## config.mk

```make
export PLATFORM = sky130hd
export DESIGN_NAME = mdu_seq
export DESIGN_NICKNAME = d
export VERILOG_FILES = /design/src/rtl/mdu_seq.sv
export SDC_FILE = /design/constraint.sdc
export NUM_CORES = 1
export LEC_CHECK = 0
export CAP_MARGIN = 40
export CORE_ASPECT_RATIO = 1.25
export CORE_MARGIN = 5
export CORE_UTILIZATION = 34
export CTS_BUF_LIST = sky130_fd_sc_hd__clkbuf_4 sky130_fd_sc_hd__clkbuf_8
export DETAILED_ROUTE_END_ITERATION = 16
export GPL_TIMING_DRIVEN = 0
export HOLD_SLACK_MARGIN = 0.03
export PLACE_DENSITY = 0.61
export SLEW_MARGIN = 20
export SYNTH_ARGS = -nofsm -noshare
export SYNTH_HDL_FRONTEND = slang
export SYNTH_SLANG_ARGS = --single-unit
```

## constraint.sdc

```tcl
create_clock -name clk -period 2.8 [get_ports clk]
set_input_delay 0.56 -clock clk [delete_from_list [all_inputs] [get_ports clk]]
set_output_delay 0.56 -clock clk [all_outputs]
set_load 0.1 [all_outputs]
```

## src/rtl/mdu_seq.sv

```systemverilog
// mdu_seq: sequential 32x32 multiply / divide unit built around a shared external ALU.
//
// Operation: IDLE -> RUN (32 iterations) -> FIX (1 cycle) -> IDLE.
//   Multiply uses shift-and-add, with the multiplier held in P_lo.
//   Divide uses restoring shift-and-subtract, with the dividend held in P_lo.
//   Both run on operand magnitudes. FIX copies the working registers to hi/lo.
//
// Optional feature: define MDU_SIGNED_EN to enable signed MULT/DIV (op[1]=1).
//   FIX then applies sign correction to the result.
//   Without the macro, op[1] is ignored and FIX is a plain copy.
//
// Ports:
//   clk          single clock, rising edge
//   reset        synchronous active-high reset
//   start        begin an operation (sampled only in IDLE)
//   op[1:0]      00 MULTU, 01 DIVU, 10 MULT, 11 DIV
//   a, b         multiplicand/dividend, multiplier/divisor; captured on the start edge
//   busy         high from the cycle after start through the FIX cycle
//   done         one-cycle pulse once hi/lo hold the new result
//   hi, lo       result: product {hi,lo}; for divides, quotient in lo and remainder in hi
//   alu_a/alu_b  operands to the shared ALU
//   alu_f        ALU function: 4'b0010 add, 4'b0110 subtract
//   alu_y        ALU result, consumed combinationally in the same cycle
module mdu_seq (
    input  logic        clk,
    input  logic        reset,
    input  logic        start,
    input  logic [1:0]  op,
    input  logic [31:0] a,
    input  logic [31:0] b,
    output logic        busy,
    output logic        done,
    output logic [31:0] hi,
    output logic [31:0] lo,
    output logic [31:0] alu_a,
    output logic [31:0] alu_b,
    output logic [3:0]  alu_f,
    input  logic [31:0] alu_y
);

    localparam logic [3:0] AluAdd = 4'b0010;
    localparam logic [3:0] AluSub = 4'b0110;

    typedef enum logic [1:0] {StIdle, StRun, StFix} state_e;

    state_e      state_q, state_d;
    logic [4:0]  count_q, count_d;
    logic [31:0] phi_q, phi_d;
    logic [31:0] plo_q, plo_d;
    logic [31:0] m_q, m_d;
    logic        is_div_q, is_div_d;
    logic [31:0] hi_q, hi_d;
    logic [31:0] lo_q, lo_d;
    logic        done_q, done_d;

    logic        signed_op;
    logic [31:0] abs_a, abs_b;
    logic [31:0] rem_shift;
    logic        carry, no_borrow;

`ifdef MDU_SIGNED_EN
    // Sign corrections to apply in FIX: negate the product or quotient,
    // and negate the remainder.
    logic        neg_res_q, neg_res_d;
    logic        neg_rem_q, neg_rem_d;
    logic [63:0] prod_neg;

    assign signed_op = op[1];
    assign prod_neg  = 64'd0 - {phi_q, plo_q};
`else
    logic        unused_op_sign;

    assign unused_op_sign = op[1];
    assign signed_op      = 1'b0;
`endif

    assign abs_a = (signed_op && a[31]) ? (32'd0 - a) : a;
    assign abs_b = (signed_op && b[31]) ? (32'd0 - b) : b;

    // Partial remainder shifted left, bringing in the next dividend bit.
    assign rem_shift = {phi_q[30:0], plo_q[31]};

    // Carry out of P_hi + M, reconstructed from the operand and result MSBs.
    assign carry = (phi_q[31] & m_q[31]) | ((phi_q[31] | m_q[31]) & ~alu_y[31]);

    // No borrow from R' - M, i.e. R' >= M as unsigned.
    assign no_borrow = (rem_shift[31] & ~m_q[31]) | ((rem_shift[31] | ~m_q[31]) & ~alu_y[31]);

    always_comb begin
        state_d  = state_q;
        count_d  = count_q;
        phi_d    = phi_q;
        plo_d    = plo_q;
        m_d      = m_q;
        is_div_d = is_div_q;
        hi_d     = hi_q;
        lo_d     = lo_q;
        done_d   = 1'b0;
        alu_a    = 32'd0;
        alu_b    = 32'd0;
        alu_f    = AluAdd;
`ifdef MDU_SIGNED_EN
        neg_res_d = neg_res_q;
        neg_rem_d = neg_rem_q;
`endif

        unique case (state_q)
            StIdle: begin
                if (start) begin
                    state_d  = StRun;
                    count_d  = 5'd0;
                    is_div_d = op[0];
                    phi_d    = 32'd0;
                    plo_d    = op[0] ? abs_a : abs_b;
                    m_d      = op[0] ? abs_b : abs_a;
`ifdef MDU_SIGNED_EN
                    neg_res_d = signed_op & (a[31] ^ b[31]);
                    neg_rem_d = signed_op & a[31];
`endif
                end
            end

            StRun: begin
                alu_b = m_q;
                if (is_div_q) begin
                    alu_a = rem_shift;
                    alu_f = AluSub;
                    // P_hi[31] means R' overflowed 32 bits and certainly exceeds M.
                    if (phi_q[31] | no_borrow) begin
                        phi_d = alu_y;
                        plo_d = {plo_q[30:0], 1'b1};
                    end else begin
                        phi_d = rem_shift;
                        plo_d = {plo_q[30:0], 1'b0};
                    end
                end else begin
                    alu_a = phi_q;
                    alu_f = AluAdd;
                    if (plo_q[0]) begin
                        {phi_d, plo_d} = {carry, alu_y, plo_q[31:1]};
                    end else begin
                        {phi_d, plo_d} = {1'b0, phi_q, plo_q[31:1]};
                    end
                end
                count_d = count_q + 5'd1;
                if (count_q == 5'd31) begin
                    state_d = StFix;
                end
            end

            StFix: begin
                state_d = StIdle;
                done_d  = 1'b1;
`ifdef MDU_SIGNED_EN
                if (is_div_q) begin
                    lo_d = neg_res_q ? (32'd0 - plo_q) : plo_q;
                    hi_d = neg_rem_q ? (32'd0 - phi_q) : phi_q;
                end else if (neg_res_q) begin
                    {hi_d, lo_d} = prod_neg;
                end else begin
                    hi_d = phi_q;
                    lo_d = plo_q;
                end
`else
                hi_d = phi_q;
                lo_d = plo_q;
`endif
            end

            default: begin
                state_d = StIdle;
            end
        endcase
    end

    always_ff @(posedge clk) begin
        if (reset) begin
            state_q  <= StIdle;
            count_q  <= 5'd0;
            phi_q    <= 32'd0;
            plo_q    <= 32'd0;
            m_q      <= 32'd0;
            is_div_q <= 1'b0;
            hi_q     <= 32'd0;
            lo_q     <= 32'd0;
            done_q   <= 1'b0;
`ifdef MDU_SIGNED_EN
            neg_res_q <= 1'b0;
            neg_rem_q <= 1'b0;
`endif
        end else begin
            state_q  <= state_d;
            count_q  <= count_d;
            phi_q    <= phi_d;
            plo_q    <= plo_d;
            m_q      <= m_d;
            is_div_q <= is_div_d;
            hi_q     <= hi_d;
            lo_q     <= lo_d;
            done_q   <= done_d;
`ifdef MDU_SIGNED_EN
            neg_res_q <= neg_res_d;
            neg_rem_q <= neg_rem_d;
`endif
        end
    end

    assign busy = (state_q != StIdle);
    assign done = done_q;
    assign hi   = hi_q;
    assign lo   = lo_q;

endmodule

```

After elaboration in Yosys (flattened, before gate mapping)
Cells that the tools add are included.
{"block": "op_classes", "n_addsub": 1, "n_mul": 0, "n_div": 0, "magnitude_cmp": 0, "eq_ne": 5, "n_shift": 0, "mux": 23, "n_bitwise": 11, "n_reduce_logical": 6}
{"operator": "$mux W32", "n": 12}
{"operator": "$pmux W32 S2", "n": 2}
{"operator": "$pmux W5 S2", "n": 1}
{"operator": "$mux W3", "n": 2}
{"operator": "$reduce_and A2 Y1", "n": 3}
{"operator": "$add A5 B1 Y5 const B", "n": 1}
{"operator": "$eq A5 B5 Y1 const B", "n": 1}
{"operator": "$mux W5", "n": 1}
{"operator": "$or A1 B1 Y1", "n": 5}
{"operator": "$and A1 B1 Y1", "n": 4}
{"operator": "$mux W2", "n": 2}
{"operator": "$ne A2 B2 Y1 const B", "n": 2}
{"operator": "$pmux W2 S2", "n": 1}
{"operator": "$reduce_bool A2 Y1", "n": 2}
{"operator": "$eq A2 B1 Y1 const B", "n": 1}
{"operator": "$eq A2 B2 Y1 const B", "n": 1}
{"operator": "$logic_not A2 Y1", "n": 1}
{"operator": "$mux W1", "n": 2}
{"operator": "$not A1 Y1", "n": 2}
{"block": "word_totals", "register_bits": 169, "latch_bits": 0, "ram_bits": 0, "romBits": 0, "in_bits": 101, "output_inout_bits": 134, "memories": 0}

Logic depth before layout (Yosys ltp)
Gate-level depths: netlist of the first run.
{"block": "logic_depth", "depth_word": 8, "depth_mapped": 7, "mapped_depth_nobuf": 6}

Worst setup path before layout of the first run
Ideal clock, no wire load.
{"block": "synth_timing", "path_kind": "reg2out", "start": "register is_div_q", "end": "output alu_a[10]", "t_arrival_ns": 2.380, "required_ns": 2.240, "slack_ns": -0.140, "stages_incl_launch_ff": 6, "path_cell_list": "dfxtp_1 > buf_2 > clkbuf_1 > buf_2 > mux2i_1 > nor2_1"}
{"block": "synth_via", "elab_chain_len": 2}
{"item": "start: declaration", "line_no": "51", "source": "logic is_div_q, is_div_d;"}
{"item": "start signal: assignment", "line_no": "197", "source": "is_div_q <= is_div_d;"}
{"item": "$mux W32", "line_no": "125", "source": "if (is_div_q) begin"}
{"item": "$mux W32", "line_no": "107", "source": "unique case (state_q)"}
{"item": "end: declaration", "line_no": "35", "source": "output logic [31:0] alu_a,"}
No other way between the ends.

Worst setup path after layout of the first run
{"block": "layout_timing", "start": "register is_div_q", "end": "output alu_a[27]"}
Same word-level chain as after synthesis.

==> results of run 1 <==
## cell type report
| class | count | area [um^2] | area share [%] |
|---|---|---|---|
| clock inverter | 15 | 206.4 | 1.380 |
| inverter | 2 | 7.507 | 0.05019 |
| clock buffer | 17 | 234.0 | 1.564 |
| timing repair buffer | 308 | 4469 | 29.88 |
| buffer | 145 | 767.0 | 5.128 |
| sequential | 169 | 3387 | 22.65 |
| tap | 345 | 431.7 | 2.886 |
| multi-input combinational | 847 | 5454 | 36.46 |
## cell usage after synthesis, types with 4 or more instances
cell type  count  area, um^2
buf_1         18       67.56
nand2_1      193       724.4
nand2b_1       4       25.02
a21oi_1      158       790.8
buf_2         27       135.1
o21a_1        24       180.2
buf_4          4       30.03
dfxtp_1      169        3383
clkbuf_1      92       345.3
mux2i_1      128        1281
and2_1        33       206.5
nor2_1       111       416.7
o211ai_1      29       217.7
o21ai_0        5       25.02
a211oi_1      60       450.4
mux2_2        28       315.3
o221ai_2      11       165.2
o31a_1         8       70.07
a211oi_2       5       62.56
o221ai_1      20       175.2
## metrics by stage
stage	setup WS (ns)	util [%]	cells
2_1_floorplan	-0.1163	-	1163
3_3_place_gp	-0.7005	44.96	1736
3_5_place_dp	-0.3245	54.19	1868
4_1_cts	0.002126	55.44	1849
5_1_grt	0.007561	55.41	1848
6_report	0.1120	55.41	1848
## registers in the layout, indices dropped and copies added (netlist names)
name	count
lo	32
state_q	2
m_q	32
plo_q	32
count_q	5
is_div_q	1
hi	32
done	1
phi_q	32
## power groups by stage
stage          Combinational, mW  Clock (mW)  Sequential (mW)
2_1_floorplan              0.888           0             2.61
3_5_place_dp                1.42           0             2.63
5_1_grt                     1.55        2.12             2.59
4_1_cts                     1.45        2.01             2.58
6_report                    1.45        1.98             2.58
3_3_place_gp                1.30           0             2.63
## critical path, cell delays in order, from the launching register on
cell           delay [ns]
dfxtp_1              0.32
buf_4                0.17
clkbuf_8             0.19
buf_8                0.17
mux2i_2              0.26
nor2_2               0.05
dlygate4sd2_1        0.29
buf_12               0.18
## repair_timing
item | in CTS | in global routing
pin swaps | 0 | 0
hold buffers | 0 | 0
resized for setup | 115 | 1
buffers inserted | 2 | 0
endpoints found under the hold margin | 0 | 0
endpoints found under the setup margin | 65 | 1
## metal layers
metal	vias up	share of wire (%)	GRT usage [%]
met2	301	52	38.52
met3	46	5.4	3.853
met5	-	0	0
met4	0	1.9	5.120
met1	4551	41	26.28
li1	4732	-	-
## cell families after synthesis
group,after synthesis,share of synthesized area [%]
DFF,169,36.19
buffers and inverters,147,6.786
muxes,156,17.08
adders and majority gates,2,0.2677
and+or+nand+nor,355,15.71
AOI/OAI and AO/OA,331,23.88
other,2,0.08034
## worst max path at each step
| stage | from | end | slack, ns | depth (start not counted) |
|---|---|---|---|---|
| CTS | state_q[1] | alu_b[25] | 0.002 | 7 |
| floorplan | state_q[1] | alu_a[1] | -0.12 | 5 |
| finish | is_div_q | alu_a[27] | 0.11 | 7 |
| global route | is_div_q | alu_a[0] | 0.008 | 7 |
| detailed placement | state_q[0] | alu_b[31] | -0.32 | 6 |
| global placement | state_q[0] | alu_b[7] | -0.70 | 5 |
==> flow_summary.toml, run 1 <==
[status]
run_status = "completed"

[global_route]
grt_usage_pct = 21.44
grt_pass1_vias = 9626
grt_max_degree = 18
grt_pass1_wl_um = 53100
antenna_found_initial = 0
overflow = 0

[synthesis]
syn-instance-count = 1162
yosys_warnings = 0
async_flop_share_pct = 0
syn_area_per_cell_um2 = 8.045
synth_edf_count = 0
ys_seq_area_share_pct = 36.19
synth_seq_cells = 169
syn_area_um2 = 9348
synth.distinct_cells = 41
synth_flop_cell = "dfxtp_1"

[sta]
tightest_slew_ns = 0.7805
finalMaxSlewViolations = 0
hold_violations = 0
setup_violations = 0
finalCriticalPeriod_ns = 2.688
slew_headroom_pct = 47.97
finalCritPeriodShare_pct = 96.00
fmax_mhz = 372.0
clock_skew_ns = 0.01656
rsz0062_at_grt = "false"
tns_ns = 0
hold_ws_ns = 0.4587

[critical_path]
rrSetupSlack_ns = 0.78
crit_arrival_ns = 2.13
r2r-start = "state_q[1]"
cp.required_ns = 2.24
worstPathMaxFanout = 10
critPathLaunchType = "flop"
worst-r2r-cell-count = 6
path_class = "flop to output pin"
r2r_end = "lo[12]"
end_kind = "output pin"

[clock_tree]
cts_tree = "yes"
cts_max_level = 4
clock_latency_ns = 0.49
cts-root-buf = "clkbuf_8"
path_clk_slew_ns = 0.09
cts_sinks = 169
clock_path_buffers = 2
cts_buffers = 17

[layout]
mostFrequentLayoutCells = "193 x nand2_1, 168 x dfxtp_1, 163 x clkdlybuf4s50_1"
antennaDiodeCount = 0
area_growth_pct = 60.00
fin_area_um2 = 14960
fillCellCount = 2421
nets = 1593
drive_gt1_share_pct = 19.83
layout_commonest_cell = "nand2_1"

[power_and_ir_drop]
p_int_mw = 4.023
power_frac_clock_pct = 33.0
powerDensity_nw_per_um2 = 401.9
vdd_drop_max_uv = 276.6
p_sw_share_pct = 33.07
power_frac_seq_pct = 42.9
combPwrFrac_pct = 24.1
total_leakage_power_nw = 5.391
p_switching_mw = 1.988
power_mw = 6.011

[route]
drt_iter0_drc = 394
routedWlPerCell_um = 18.44
dr.pass1.iters = 5
via_per_inst = 5.211
vias = 9630
drtAntennaViolNets = 0
drc = 0
wl_um = 34080

[placed_design]
io_buffers = 228
routabilityCongestion = 0.8598
dpl.hpwl_um = 26400
dpl_cell_area_um2 = 14630

[die]
die_y_um = 195.4
core_um2 = 26990
num_rows = 67
initial_core_util_pct = 34.63
dieWidth_um = 158.3
dieArea_um2 = 30930
io_pins = 235

[job]
cap_violations = 0

[hold_path]
whs_endpoint = "lo[1]"
hold_path.startpoint = "lo[1]"
hold_path_class = "flop to flop"
whs_path_depth = 2
No activity file was read; power rests on OpenSTA's default activity.
==> run 2, diff against run 1 <==
--- a/config.mk
+++ b/config.mk
@@ -7,13 +7,13 @@
 export LEC_CHECK = 0
 export CAP_MARGIN = 40
 export CORE_ASPECT_RATIO = 1.25
-export CORE_MARGIN = 5
 export CORE_UTILIZATION = 34
 export CTS_BUF_LIST = sky130_fd_sc_hd__clkbuf_4 sky130_fd_sc_hd__clkbuf_8
+export CTS_CLUSTER_DIAMETER = 30
 export DETAILED_ROUTE_END_ITERATION = 16
 export GPL_TIMING_DRIVEN = 0
 export HOLD_SLACK_MARGIN = 0.03
-export PLACE_DENSITY = 0.61
+export PLACE_DENSITY_LB_ADDON = 0.25
 export SLEW_MARGIN = 20
 export SYNTH_ARGS = -nofsm -noshare
 export SYNTH_HDL_FRONTEND = slang
==> run 2 against run 1 <==
- via count is 0.30% lower
- power is 0.69% lower
- die area is 8.9% lower
- clock skew is 0.0012 ns lower
- final cell count is 0.60% lower
- setup slack better by 0.12 ns
- non-clock buffer count is 11 lower
- sequential share of layout area is 0.31 points higher
- critical path depth is 3 lower
- final area is 1.3% lower
- largest cell class unchanged
==> flow_summary.toml, run 2 (synthesized netlist as in run 1, its figures left out) <==
[global_route]
grt_max_degree = 19
grt_pass1_vias = 9773
grt_pass1_wl_um = 52740
antenna_found_initial = 0
overflow = 0
grt_usage_pct = 23.91

[route]
via_per_inst = 5.226
drc = 0
routedWlPerCell_um = 18.06
vias = 9601
wl_um = 33180
drt_iter0_drc = 482
drtAntennaViolNets = 0
dr.pass1.iters = 5

[critical_path]
cpMaxStageDelayCell = "clkdlybuf4s50_1"
path_class = "flop to output pin"
slowest_delay_ns = 0.54
cp.required_ns = 2.24
worst-r2r-cell-count = 6
critPathLaunchType = "flop"
end_kind = "output pin"
critical_path.top_delay_family = "buffers and inverters"
crit_arrival_ns = 2.01
r2r_end = "hi[1]"
rrSetupSlack_ns = 0.80
worstPathMaxFanout = 10
critPathBufInv = 3
r2r-start = "state_q[1]"
crit_chain = "buf_2 > or2_2 > clkdlybuf4s50_1 > buf_16"

[die]
dieArea_um2 = 28160
io_pins = 235
die_y_um = 187.4
dieWidth_um = 150.3
initial_core_util_pct = 34.74
num_rows = 67
core_um2 = 26910

[hold_path]
whs_path_depth = 2
whs_endpoint = "hi[8]"
hold_path_class = "flop to flop"
hold_path.startpoint = "hi[8]"

[clock_tree]
clock_path_buffers = 2
path_clk_slew_ns = 0.11
cts_sinks = 169
cts_tree = "yes"
cts-root-buf = "clkbuf_8"
cts_buffers = 17
clock_latency_ns = 0.48
hold_buffers = 0
cts_max_level = 4

[sta]
rsz0062_at_grt = "false"
tightest_slew_ns = 0.8364
postLayoutSetupSlackWorst_ns = 0.2325
hold_violations = 0
clock_skew_ns = 0.01538
setup_violations = 0
finalCriticalPeriod_ns = 2.568
finalCritPeriodShare_pct = 91.70
finalMaxSlewViolations = 0
slew_headroom_pct = 44.24
fmax_mhz = 389.5

[layout]
antennaDiodeCount = 0
layout_commonest_cell = "nand2_1"
nets = 1582
area_growth_pct = 57.86
mostFrequentLayoutCells = "193 x nand2_1, 168 x dfxtp_1, 163 x clkdlybuf4s50_1"
drive_gt1_share_pct = 19.91
post-route-util_pct = 54.84

[placed_design]
dp_slack_ns = -0.2840
io_buffers = 228
dpl.hpwl_um = 25320
routabilityCongestion = 0.8407

[power_and_ir_drop]
vdd_drop_max_uv = 288.2
powerDensity_nw_per_um2 = 404.5
total_leakage_power_nw = 5.262

[job]
cap_violations = 0

[status]
run_status = "completed"
[run 2: through the flow]
stage               setup TNS [ns]  hold slack [ns]  cell area [um^2]  total power, mW  std cells
floorplan                  -0.4652           0.4390              9422            3.494       1163
global placement            -38.17           0.4433             12140            3.929       1736
detailed placement          -13.00           0.4456             14490            4.043       1868
CTS                              0           0.4599             14760            6.000       1838
global route                     0           0.4768             14760            6.209       1837
finish                           0           0.4571             14760            5.970       1837
[run 2: final cells by class]
cell class	instances	area (um^2)
multi-input combinational	847	5441
inverter	2	7.507
tap	345	431.7
buffer	145	764.5
clock buffer	17	234.0
clock inverter	15	200.2
fill	2435	12150
sequential	169	3387
timing repair buffer	297	4290
[run 2: report_power, final]
part           switching (mW)  internal (mW)  total [mW]
combinational           0.850          0.590        1.44
clock                    1.10          0.851        1.95
sequential             0.0790           2.50        2.58
[run 2: worst register-to-register path, cell delays in order (launching register included)]
cell and delay [ns]:
dfxtp_1 0.31, buf_2 0.18, nor2b_1 0.14, clkbuf_1 0.57
buf_1 0.45, nand2_1 0.13, a21oi_1 0.15
[run 2: how the worst max path moves through the flow]
stage                    start         to  cells after the start  slack [ns]
finish              state_q[1]       busy                      4        0.23
global route        state_q[1]       busy                      4        0.16
CTS                 state_q[1]  alu_b[28]                      7      0.0006
detailed placement  state_q[0]  alu_b[31]                      6       -0.28
global placement    state_q[0]   alu_b[4]                      5       -0.69
floorplan           state_q[1]   alu_a[1]                      5       -0.12
[run 2: per-layer routing]
layer  GRT usage, %  wire length [um]  vias to the layer above
met4          7.731               705                        0
met5              0                 0                        -
met2          42.68             17030                      304
met1          28.78             13810                     4547
li1               -                 -                     4707
met3          3.634              1636                       43
[run 2: repair_timing]
action	CTS	global route
hold endpoints to repair	0	0
gates resized for setup	114	1
buffers inserted	2	0
endpoints found under the setup margin	65	1
==> run 3, diff against run 2 <==
--- a/config.mk
+++ b/config.mk
@@ -10,6 +10,7 @@
 export CORE_UTILIZATION = 34
 export CTS_BUF_LIST = sky130_fd_sc_hd__clkbuf_4 sky130_fd_sc_hd__clkbuf_8
 export CTS_CLUSTER_DIAMETER = 30
+export CTS_CLUSTER_SIZE = 8
 export DETAILED_ROUTE_END_ITERATION = 16
 export GPL_TIMING_DRIVEN = 0
 export HOLD_SLACK_MARGIN = 0.03
==> results of run 3 <==
The final DEF is identical to that of run 2; final timing and power are the same.
